<file path="config.mk">
export PLATFORM = sky130hd
export DESIGN_NAME = keypad_calc_entry
export DESIGN_NICKNAME = d
export VERILOG_FILES = /design/src/rtl/keypad_calc_pkg.sv /design/src/rtl/digit_accumulator.sv /design/src/rtl/keypad_calc_entry.sv
export SDC_FILE = /design/constraint.sdc
export NUM_CORES = 1
export LEC_CHECK = 0
export CAP_MARGIN = 20
export CORE_MARGIN = 1.5
export CORE_UTILIZATION = 53
export CTS_CLUSTER_DIAMETER = 50
export DETAILED_ROUTE_END_ITERATION = 8
export PLACE_DENSITY = 0.85
export SYNTH_ARGS = -nofsm -noshare
export SYNTH_HDL_FRONTEND = slang
export SYNTH_SLANG_ARGS = --single-unit
</file>
<file path="constraint.sdc">
create_clock -name clk -period 5.3 [get_ports clk]
set_input_delay 1.06 -clock clk [delete_from_list [all_inputs] [get_ports clk]]
set_output_delay 1.06 -clock clk [all_outputs]
set_load 0.01 [all_outputs]
</file>
<file path="src/rtl/keypad_calc_pkg.sv">
// Shared key codes, entry-state encoding and default sizing for the keypad calculator.
// Optional backspace support is enabled by defining KEY_BACKSPACE_EN.
package keypad_calc_pkg;

    localparam int unsigned DEFAULT_MAX_DIGITS = 3;
    localparam int unsigned DEFAULT_VALUE_W    = 10;

    localparam logic [3:0] KEY_PLUS   = 4'hA;
    localparam logic [3:0] KEY_CLEAR  = 4'hC;
    localparam logic [3:0] KEY_BKSP   = 4'hD;
    localparam logic [3:0] KEY_EQUALS = 4'hE;

    typedef enum logic [1:0] {
        ENTER_A     = 2'd0,
        ENTER_B     = 2'd1,
        SHOW_RESULT = 2'd2
    } entry_state_t;

endpackage

</file>
<file path="src/rtl/digit_accumulator.sv">
// Holds one decimal operand being typed in: x10+d on digit, saturating at MAX_DIGITS.
// With KEY_BACKSPACE_EN defined, backspace drops the last digit (/10).
module digit_accumulator
    import keypad_calc_pkg::*;
#(
    parameter int unsigned MAX_DIGITS = DEFAULT_MAX_DIGITS,
    parameter int unsigned VALUE_W    = DEFAULT_VALUE_W
) (
    input  logic               clk,
    input  logic               reset,
    input  logic               clear,
    input  logic               push_digit,
    input  logic [3:0]         digit,
    input  logic               backspace,
    output logic [VALUE_W-1:0] value,
    output logic [1:0]         count
);

    logic [VALUE_W-1:0] value_q, value_d, base_value;
    logic [1:0]         count_q, count_d, base_count;

    // clear and push together load a fresh single-digit value
    always_comb begin
        base_value = clear ? '0 : value_q;
        base_count = clear ? '0 : count_q;
        value_d    = base_value;
        count_d    = base_count;
        if (push_digit) begin
            if (base_count < 2'(MAX_DIGITS)) begin
                value_d = (base_value << 3) + (base_value << 1) + VALUE_W'(digit);
                count_d = base_count + 2'd1;
            end
`ifdef KEY_BACKSPACE_EN
        end else if (backspace) begin
            if (base_count != 2'd0) begin
                value_d = base_value / VALUE_W'(10);
                count_d = base_count - 2'd1;
            end
`endif
        end
    end

`ifndef KEY_BACKSPACE_EN
    logic unused_backspace;
    assign unused_backspace = backspace;
`endif

    always_ff @(posedge clk) begin
        if (reset) begin
            value_q <= '0;
            count_q <= '0;
        end else begin
            value_q <= value_d;
            count_q <= count_d;
        end
    end

    assign value = value_q;
    assign count = count_q;

endmodule

</file>
<file path="src/rtl/keypad_calc_entry.sv">
// Keypad calculator entry: builds two decimal operands from strobed keys and adds them on equals.
// Defining KEY_BACKSPACE_EN enables the backspace key (D) during operand entry.
module keypad_calc_entry
    import keypad_calc_pkg::*;
#(
    parameter int unsigned MAX_DIGITS = DEFAULT_MAX_DIGITS,
    parameter int unsigned VALUE_W    = DEFAULT_VALUE_W,
    parameter int unsigned SUM_W      = VALUE_W + 1
) (
    input  logic               clk,
    input  logic               reset,
    input  logic               key_valid,
    input  logic [3:0]         key_code,
    output logic [VALUE_W-1:0] operand_a,
    output logic [VALUE_W-1:0] operand_b,
    output logic [SUM_W-1:0]   sum,
    output logic [SUM_W-1:0]   display_value,
    output logic [1:0]         digit_count,
    output logic [1:0]         entry_state,
    output logic               result_valid
);

    localparam logic [1:0] ST_ENTER_A     = 2'(ENTER_A);
    localparam logic [1:0] ST_ENTER_B     = 2'(ENTER_B);
    localparam logic [1:0] ST_SHOW_RESULT = 2'(SHOW_RESULT);

    logic [1:0]         state_q;
    logic [VALUE_W-1:0] a_q, b_q;
    logic [SUM_W-1:0]   sum_q;
    logic               result_valid_q;

    logic               acc_clear, acc_push, acc_bksp;
    logic [VALUE_W-1:0] acc_value;
    logic [1:0]         acc_count;
    logic               is_digit;

    assign is_digit = (key_code <= 4'd9);

    always_comb begin
        acc_clear = 1'b0;
        acc_push  = 1'b0;
        acc_bksp  = 1'b0;
        if (state_q == 2'd3) begin
            acc_clear = 1'b1;
        end else if (key_valid) begin
            if (key_code == KEY_CLEAR) begin
                acc_clear = 1'b1;
            end else if (is_digit) begin
                acc_push  = 1'b1;
                acc_clear = (state_q == ST_SHOW_RESULT);
            end else if (key_code == KEY_PLUS && state_q == ST_ENTER_A) begin
                acc_clear = 1'b1;
`ifdef KEY_BACKSPACE_EN
            end else if (key_code == KEY_BKSP && state_q != ST_SHOW_RESULT) begin
                acc_bksp = 1'b1;
`endif
            end
        end
    end

    digit_accumulator #(
        .MAX_DIGITS (MAX_DIGITS),
        .VALUE_W    (VALUE_W)
    ) u_acc (
        .clk        (clk),
        .reset      (reset),
        .clear      (acc_clear),
        .push_digit (acc_push),
        .digit      (key_code),
        .backspace  (acc_bksp),
        .value      (acc_value),
        .count      (acc_count)
    );

    always_ff @(posedge clk) begin
        if (reset) begin
            state_q        <= ST_ENTER_A;
            a_q            <= '0;
            b_q            <= '0;
            sum_q          <= '0;
            result_valid_q <= 1'b0;
        end else begin
            result_valid_q <= 1'b0;
            if (state_q == 2'd3) begin
                state_q <= ST_ENTER_A;
            end else if (key_valid) begin
                if (key_code == KEY_CLEAR) begin
                    a_q     <= '0;
                    b_q     <= '0;
                    sum_q   <= '0;
                    state_q <= ST_ENTER_A;
                end else if (is_digit && state_q == ST_SHOW_RESULT) begin
                    b_q     <= '0;
                    state_q <= ST_ENTER_A;
                end else if (key_code == KEY_PLUS && state_q == ST_ENTER_A) begin
                    a_q     <= acc_value;
                    state_q <= ST_ENTER_B;
                end else if (key_code == KEY_EQUALS && state_q == ST_ENTER_B) begin
                    b_q            <= acc_value;
                    sum_q          <= SUM_W'(a_q) + SUM_W'(acc_value);
                    result_valid_q <= 1'b1;
                    state_q        <= ST_SHOW_RESULT;
                end
            end
        end
    end

    // The live entry comes straight from the accumulator; frozen operands from a_q/b_q
    always_comb begin
        operand_a     = (state_q == ST_ENTER_A) ? acc_value : a_q;
        operand_b     = (state_q == ST_ENTER_B) ? acc_value : b_q;
        display_value = '0;
        unique case (state_q)
            ST_ENTER_A:     display_value = SUM_W'(operand_a);
            ST_ENTER_B:     display_value = SUM_W'(operand_b);
            ST_SHOW_RESULT: display_value = sum_q;
            default:        display_value = '0;
        endcase
    end

    assign sum          = sum_q;
    assign digit_count  = acc_count;
    assign entry_state  = state_q;
    assign result_valid = result_valid_q;

endmodule

</file>
==> metrics.md, run 1 <==
| Metric | Value |
|---|---|
| Status | complete, no violations |
| Clk_skew | between 0.01 and 0.015 ns |
| Syn nets | ~400 |
| Top post-synthesis cells by area | dfxtp_1, ha_1, a21oi_1 |
| Startpoint types | input pin |
| Reg2Reg Setup Slack | 1.63 ns |
| Final wirelength | slightly below 8000 µm |
| Reg-to-reg endpoint | u_acc.value[9]$_SDFF_PP0_ |
| Crit-path max FO | 7 |
| Area after DPL | 3620 µm² |
| Top Ports | 54 |
| Via Count | 2,922 |
| CP Buf/Inv Count | 2 |
| Number of synthesized flops with an enable pin | 0 |
| Die area | slightly above 6000 µm² |
| First-pass GRT wire length | ~13,000 µm |
| Routed len/inst | 16.1 µm |
| Cts repair resizes | 0 |
| Non-Filler Instances | ~490 |
| Vias in the first global route | about 2,700 |
| CP startpoint | key_code[2] |
| Synth top cells by count | nand2_1, dfxtp_1, a21oi_1, nand3_1, ha_1 |
| Clock transition at path regs | approximately 0.08 ns |
| Share of the synthesized area in the top cell type | 0.301 |
| Clock Latency Late Sink | roughly 0.30 ns |
| Hold bufs inserted after CTS | 0 |
| FMAX | between 200 and 250 MHz |
| Register area share after synthesis | 0.301 |
| Avg Inst Size Synth | 8.31 µm² |
| Asr flop ratio synth | 0 |
| Worst R2R Path Depth | 13 |
| Final instance area | ~3700 µm² |
| Total power | 0.707 mW |
| Core area | 5540 µm² |
| Initial antenna violation count | 0 |
| Fin crit period | ~4.5 ns |
| Initial core utilization | 0.552 |
| Crit-path cells | clkdlybuf4s50_1 -> and4bb_4 -> a22oi_2 -> and3_1 -> nand2_1 -> fa_1 -> inv_1 -> ha_1 -> a211oi_1 -> o21bai_1 -> o311ai_0 -> nand2b_1 -> or4_1 -> nand3_1 |
| Clk Tree Root Cell | clkbuf_8 |
| Max Slew Vio Count | 0 |
| Layout cells sized above 1 | 0.0940 |
| Cell count after synthesis | roughly 370 |
| CP max stage cell | fa_1 |
| Total Routing Usage GR | 0.263 |
| Largest net degree at the start of global routing | 43 |
| Top Family by Delay on Critical Path | simple AND/OR/NAND/NOR gates |
| Fin nets | between 400 and 500 |
| Top layer in use | met4 |
| Die span in x | 78.9 µm |
| Ant. Diodes | 0 |
| Critical path depth | 14 |
| Vias/cell | around 6 |
| Register area | just over 900 µm² |
| Fillers | approximately 480 |
| Clock Path Buffers | 2 |
| Most common cell in the netlist | nand2_1 |
| Critical Path RT | 5.54 ns |
| Static Leak | approximately 1.5 nW |
| Placed Cells incl. Taps | 477 |
| Main synth FF type | dfxtp_1 |
| Worst EP arrival | 4.70 ns |
| Multi-input logic area | approximately 2000 µm² |
| DRT Pass-1 Iters | 4 |
| Setup crit end | u_acc.value[9]$_SDFF_PP0_ |
| Setup repair after global routing missed its margin | no |
| Synth cell types | 50 |
| Std-Cell Rows | 27 |
| Mapped cell area | 3060 µm² |
| CTS tree | yes |
| Crit path kind | input pin to register |
| Final setup viols | 0 |
| Hold depth | 2 |
| WL met1 | between 3000 and 4000 µm |
| Warning count from the yosys run | 0 |
| Max-cap violations | 0 |
| P per Cell Area | 190 nW/µm² |
| Setup Fix Bufs, Post-CTS | 0 |
| GRT overflow | 0 |
| Slew HR | 0.277 |
| Period utilization | 0.842 |
| Final hold violation count | 0 |
| Slew @ Worst Pin | ~1.1 ns |
| Wire length on met2 | around 3800 µm |
| DP HPWL | 5820 µm |
| Met3 Routed Length | about 430 µm |
| Yosys top cell by area | dfxtp_1 |
| Peak supply drop | about 130 µV |
| Crit end category | register |
| IO Port Bufs | 53 |
| Number of clock sinks | between 40 and 50 |
| Synth-to-Final Area Change | 21.8% |
| Worst reg2reg path startpoint | entry_state[1]$_SDFFE_PP0P_ |
| Clock buffers created by TritonCTS | 5 |
| Routed Antenna Nets | 0 |
| Routability congestion estimate | 0.949 |
| Final setup TNS | 0 ns |
| Worst Hold Class | register to register |
| Die height | between 70 and 80 µm |
| Yosys reg bits | 46 |
| Max incr delay on CP | 0.59 ns |
| # DRC | 0 |
| Hold Path Origin | b_q[3]$_SDFFE_PP0P_ |
| Max H-tree Level | 2 |
| Starting DRT DRC Count | a little over 200 |
==> metrics by stage <==
step | setup slack [ns] | hold WS (ns) | util
final | 0.839 | 0.456 | 0.672
after global routing | 0.572 | 0.466 | 0.672
after CTS | 0.842 | 0.456 | 0.669
after detailed placement | 0.545 | 0.444 | 0.654
after global placement | 0.670 | 0.436 | 0.654
after floorplan | 1.23 | 0.429 | -
==> cell families after synthesis <==
logic type / share of synthesized area
compound gates: 0.229
xor+xnor: 0.0315
fa+ha+maj: 0.118
buf+inv: 0.0368
flops: 0.301
mux: 0.0737
simple gates: 0.210
==> sequential cells by signal (all words and copies together) (netlist names) <==
name,cells
u_acc.count,2
sum,11
a_q,10
entry_state,2
b_q,10
result_valid,1
u_acc.value,10
==> cell type report <==
type	count	share of cell area
clock buffer	6	0.0195
sequential	46	0.247
inverter	9	0.00908
tap	72	0.0242
clock inverter	2	0.00370
multi-input combinational	294	0.544
timing repair buffer	58	0.153
==> worst min-delay path: stages, from the launching register on <==
cell     delay [ns]
dfxtp_1        0.31
nand2_1        0.05
a21oi_1        0.05
==> worst min-delay path by stage <==
stage,to
after floorplan,b_q[3]$_SDFFE_PP0P_
after global routing,b_q[3]$_SDFFE_PP0P_
after global placement,b_q[6]$_SDFFE_PP0P_
after CTS,b_q[3]$_SDFFE_PP0P_
after detailed placement,b_q[3]$_SDFFE_PP0P_
final,b_q[3]$_SDFFE_PP0P_
==> layer usage <==
metal / up-vias / GRT usage
li1: 1432 / -
met1: 1387 / 0.354
met2: 95 / 0.435
met3: 8 / 0.0368
met4: 0 / 0.0807
met5: - / 0
==> placed cells by master (no fill, tap or decap), drive strengths merged, types with 3 or more instances in the layout <==
cell / instances
inv: 9
nand4: 4
o21bai: 3
clkdlybuf4s50: 53
dfxtp: 46
xor2: 6
fa: 3
ha: 24
o21ai: 14
nor2: 13
nor3: 5
clkbuf: 6
a32o: 3
nand2: 54
a211oi: 5
o2bb2ai: 10
nand2b: 4
and3: 5
a21oi: 46
and2: 9
nor2b: 3
buf: 5
a22oi: 4
xnor2: 5
a21o: 6
nand3: 25
mux2: 20
==> power by group <==
part | switching (mW) | total, mW | internal (mW)
registers | 0.0132 | 0.365 | 0.352
clock network | 0.122 | 0.215 | 0.0933
logic | 0.0677 | 0.127 | 0.0595
No activity file was read; power rests on OpenSTA's default activity.
==> run 2, diff against run 1 <==
==> constraint.sdc (replaced) <==
create_clock -name clk -period 4.2 [get_ports clk]
set_input_delay 0.84 -clock clk [delete_from_list [all_inputs] [get_ports clk]]
set_output_delay 0.84 -clock clk [all_outputs]
set_load 0.01 [all_outputs]
==> run 2 against run 1 <==
Non-clock buffer count is 14 higher. Worst hold slack better by 0.00089 ns. Utilization is 1.9 points higher. Global-route usage is 1.8 points higher. Final cell count is 2.7% higher. Register-to-register slack worse by 0.83 ns. Die area stayed put. Via count is 3.9% higher. Critical endpoint unchanged.
==> metrics.md, run 2 (synthesized netlist as in run 1, its figures left out) <==
| Metric | Value |
|---|---|
| Status | complete, no violations |
| CP startpoint | key_code[1] |
| Commonest non-fill, non-tap cell in the layout | nand2_1 |
| Ant. Diodes | 0 |
| Crit end category | register |
| Clk_skew | roughly 0.0048 ns |
| Worst reg2reg path startpoint | entry_state[0]$_SDFFE_PP0P_ |
| Hold Crit Endpoint | b_q[4]$_SDFFE_PP0P_ |
| Crit-path max FO | 3 |
| FMAX | 253 MHz |
| Worst Hold Class | register to register |
| Std-Cell Rows | 27 |
| Core area | between 5000 and 6000 µm² |
| Worst EP arrival | about 4.2 ns |
| Sequential share of power | 0.510 |
| Vias in the first global route | around 2,900 |
| Period utilization | 0.942 |
| Hold Path Origin | b_q[4]$_SDFFE_PP0P_ |
| P per Cell Area | 236 nW/µm² |
| Slew @ Worst Pin | ~0.85 ns |
| Non-Filler Instances | 500 |
| # DRC | 0 |
| Die area | between 6000 and 7000 µm² |
| Pre-CTS setup slack | -0.0887 ns |
| DRT Pass-1 Iters | 5 |
| Final setup viols | 0 |
| Final wirelength | ~8300 µm |
| Starting DRT DRC Count | about 190 |
| Final hold violation count | 0 |
| Routed len/inst | about 17 µm |
| CTS tree | yes |
| Top Ports | 54 |
| Reg-to-reg endpoint | u_acc.value[9]$_SDFF_PP0_ |
| Clk Tree Root Cell | clkbuf_8 |
| Worst setup margin | ~0.24 ns |
| Clock transition at path regs | roughly 0.080 ns |
| Clock power share | 0.296 |
| Max H-tree Level | 2 |
| Clock Latency Late Sink | roughly 0.3 ns |
| Via Count | approximately 3,000 |
| Reg2Reg Setup Slack | approximately 0.80 ns |
| Setup repair after global routing missed its margin | no |
| Static Leak | ~1.6 nW |
| Clock buffers created by TritonCTS | 5 |
| Startpoint types | input pin |
| Placed Cells incl. Taps | between 400 and 500 |
| Vias/cell | ~6 |
| Number of clock sinks | 46 |
| GRT overflow | 0 |
| Most frequent cells in the layout | nand2_1, clkdlybuf4s50_1, dfxtp_1, a21oi_1, nand3_1 |
| Die height | approximately 79 µm |
| Routed Antenna Nets | 0 |
| Peak supply drop | around 170 µV |
| Slew HR | 0.430 |
| Hold depth | 2 |
| Sw frac | 0.288 |
| Fin crit period | 3.96 ns |
| Crit path kind | input pin to register |
| Fin nets | approximately 460 |
| Max-cap violations | 0 |
| DP HPWL | just over 6000 µm |
| Net Sw Power | 0.261 mW |
| Max Slew Vio Count | 0 |
| Setup Fix Bufs, Post-CTS | 0 |
| Critical Path RT | around 4.4 ns |
| Area after DPL | ~3700 µm² |
| Total Routing Usage GR | 0.280 |
| First-pass GRT wire length | 13,800 µm |
| Final hold slack | around 0.46 ns |
| Initial antenna violation count | 0 |
| Layout cells sized above 1 | 0.124 |
| Largest net degree at the start of global routing | 34 |
| Pint | between 0.6 and 0.7 mW |
| Die span in x | roughly 79 µm |
| IO Port Bufs | 53 |
| Clock Path Buffers | 2 |
| Max reg flops | 11 |
| Initial core utilization | 0.552 |
| Synth-to-Final Area Change | 25.2% |
| Worst R2R Path Depth | 13 |
| Routability congestion estimate | approximately 0.94 |
| Final instance area | around 3800 µm² |
| Gate power share | 0.194 |
[run 2: worst max-delay path by stage]
stage                           endpoint  slack (ns)  cells past startpoint
6_report       u_acc.value[9]$_SDFF_PP0_        0.24                     14
5_1_grt        u_acc.value[9]$_SDFF_PP0_        0.03                     14
4_1_cts        u_acc.value[9]$_SDFF_PP0_        0.20                     14
3_5_place_dp   u_acc.value[9]$_SDFF_PP0_       -0.09                     14
3_3_place_gp   u_acc.value[9]$_SDFF_PP0_        0.02                     14
2_1_floorplan  u_acc.value[9]$_SDFF_PP0_        0.35                     14
[run 2: power groups by stage]
stage | sequential (mW) | combinational [mW] | clock, mW
6_report | 0.461 | 0.175 | 0.268
3_3_place_gp | 0.470 | 0.167 | 0
2_1_floorplan | 0.464 | 0.105 | 0
3_5_place_dp | 0.470 | 0.172 | 0
5_1_grt | 0.463 | 0.192 | 0.291
4_1_cts | 0.460 | 0.174 | 0.270
[run 2: per-layer routing]
metal	track usage	vias to the layer above	share of wire
met2	0.482	117	0.49
met3	0.0368	15	0.058
met5	0	-	0
met4	0.109	0	0.022
met1	0.356	1446	0.43
li1	-	1457	-
[run 2: layout make-up]
cell class | count | area [µm²]
Fill cell | 457 | 1710
Clock inverter | 1 | 7.51
Tap cell | 72 | 90.1
Sequential cell | 46 | 921
Inverter | 9 | 33.8
Timing Repair Buffer | 72 | 673
Clock buffer | 6 | 72.6
Multi-Input combinational cell | 294 | 2030
[run 2: what timing repair did]
item / in CTS / in global routing
setup endpoints to repair: 0 / 1
hold buffers: 0 / 0
gates resized for setup: 0 / 2
[run 2: worst max-delay path, stage by stage]
cell	delay, ns
clkdlybuf4s50_1	0.48
and4bb_4	0.24
a22oi_2	0.21
and3_4	0.22
nand2_1	0.10
fa_1	0.56
inv_1	0.05
ha_1	0.30
a211oi_1	0.25
o21bai_1	0.14
o311ai_1	0.24
nand2b_1	0.09
or4_1	0.40
nand3_1	0.08
[run 2: through the flow]
step | setup TNS (ns) | util | power [mW]
6_report | 0 | 0.691 | 0.904
5_1_grt | 0 | 0.691 | 0.945
4_1_cts | 0 | 0.690 | 0.904
3_5_place_dp | -0.0887 | 0.675 | 0.643
3_3_place_gp | 0 | 0.675 | 0.637
2_1_floorplan | 0 | - | 0.569
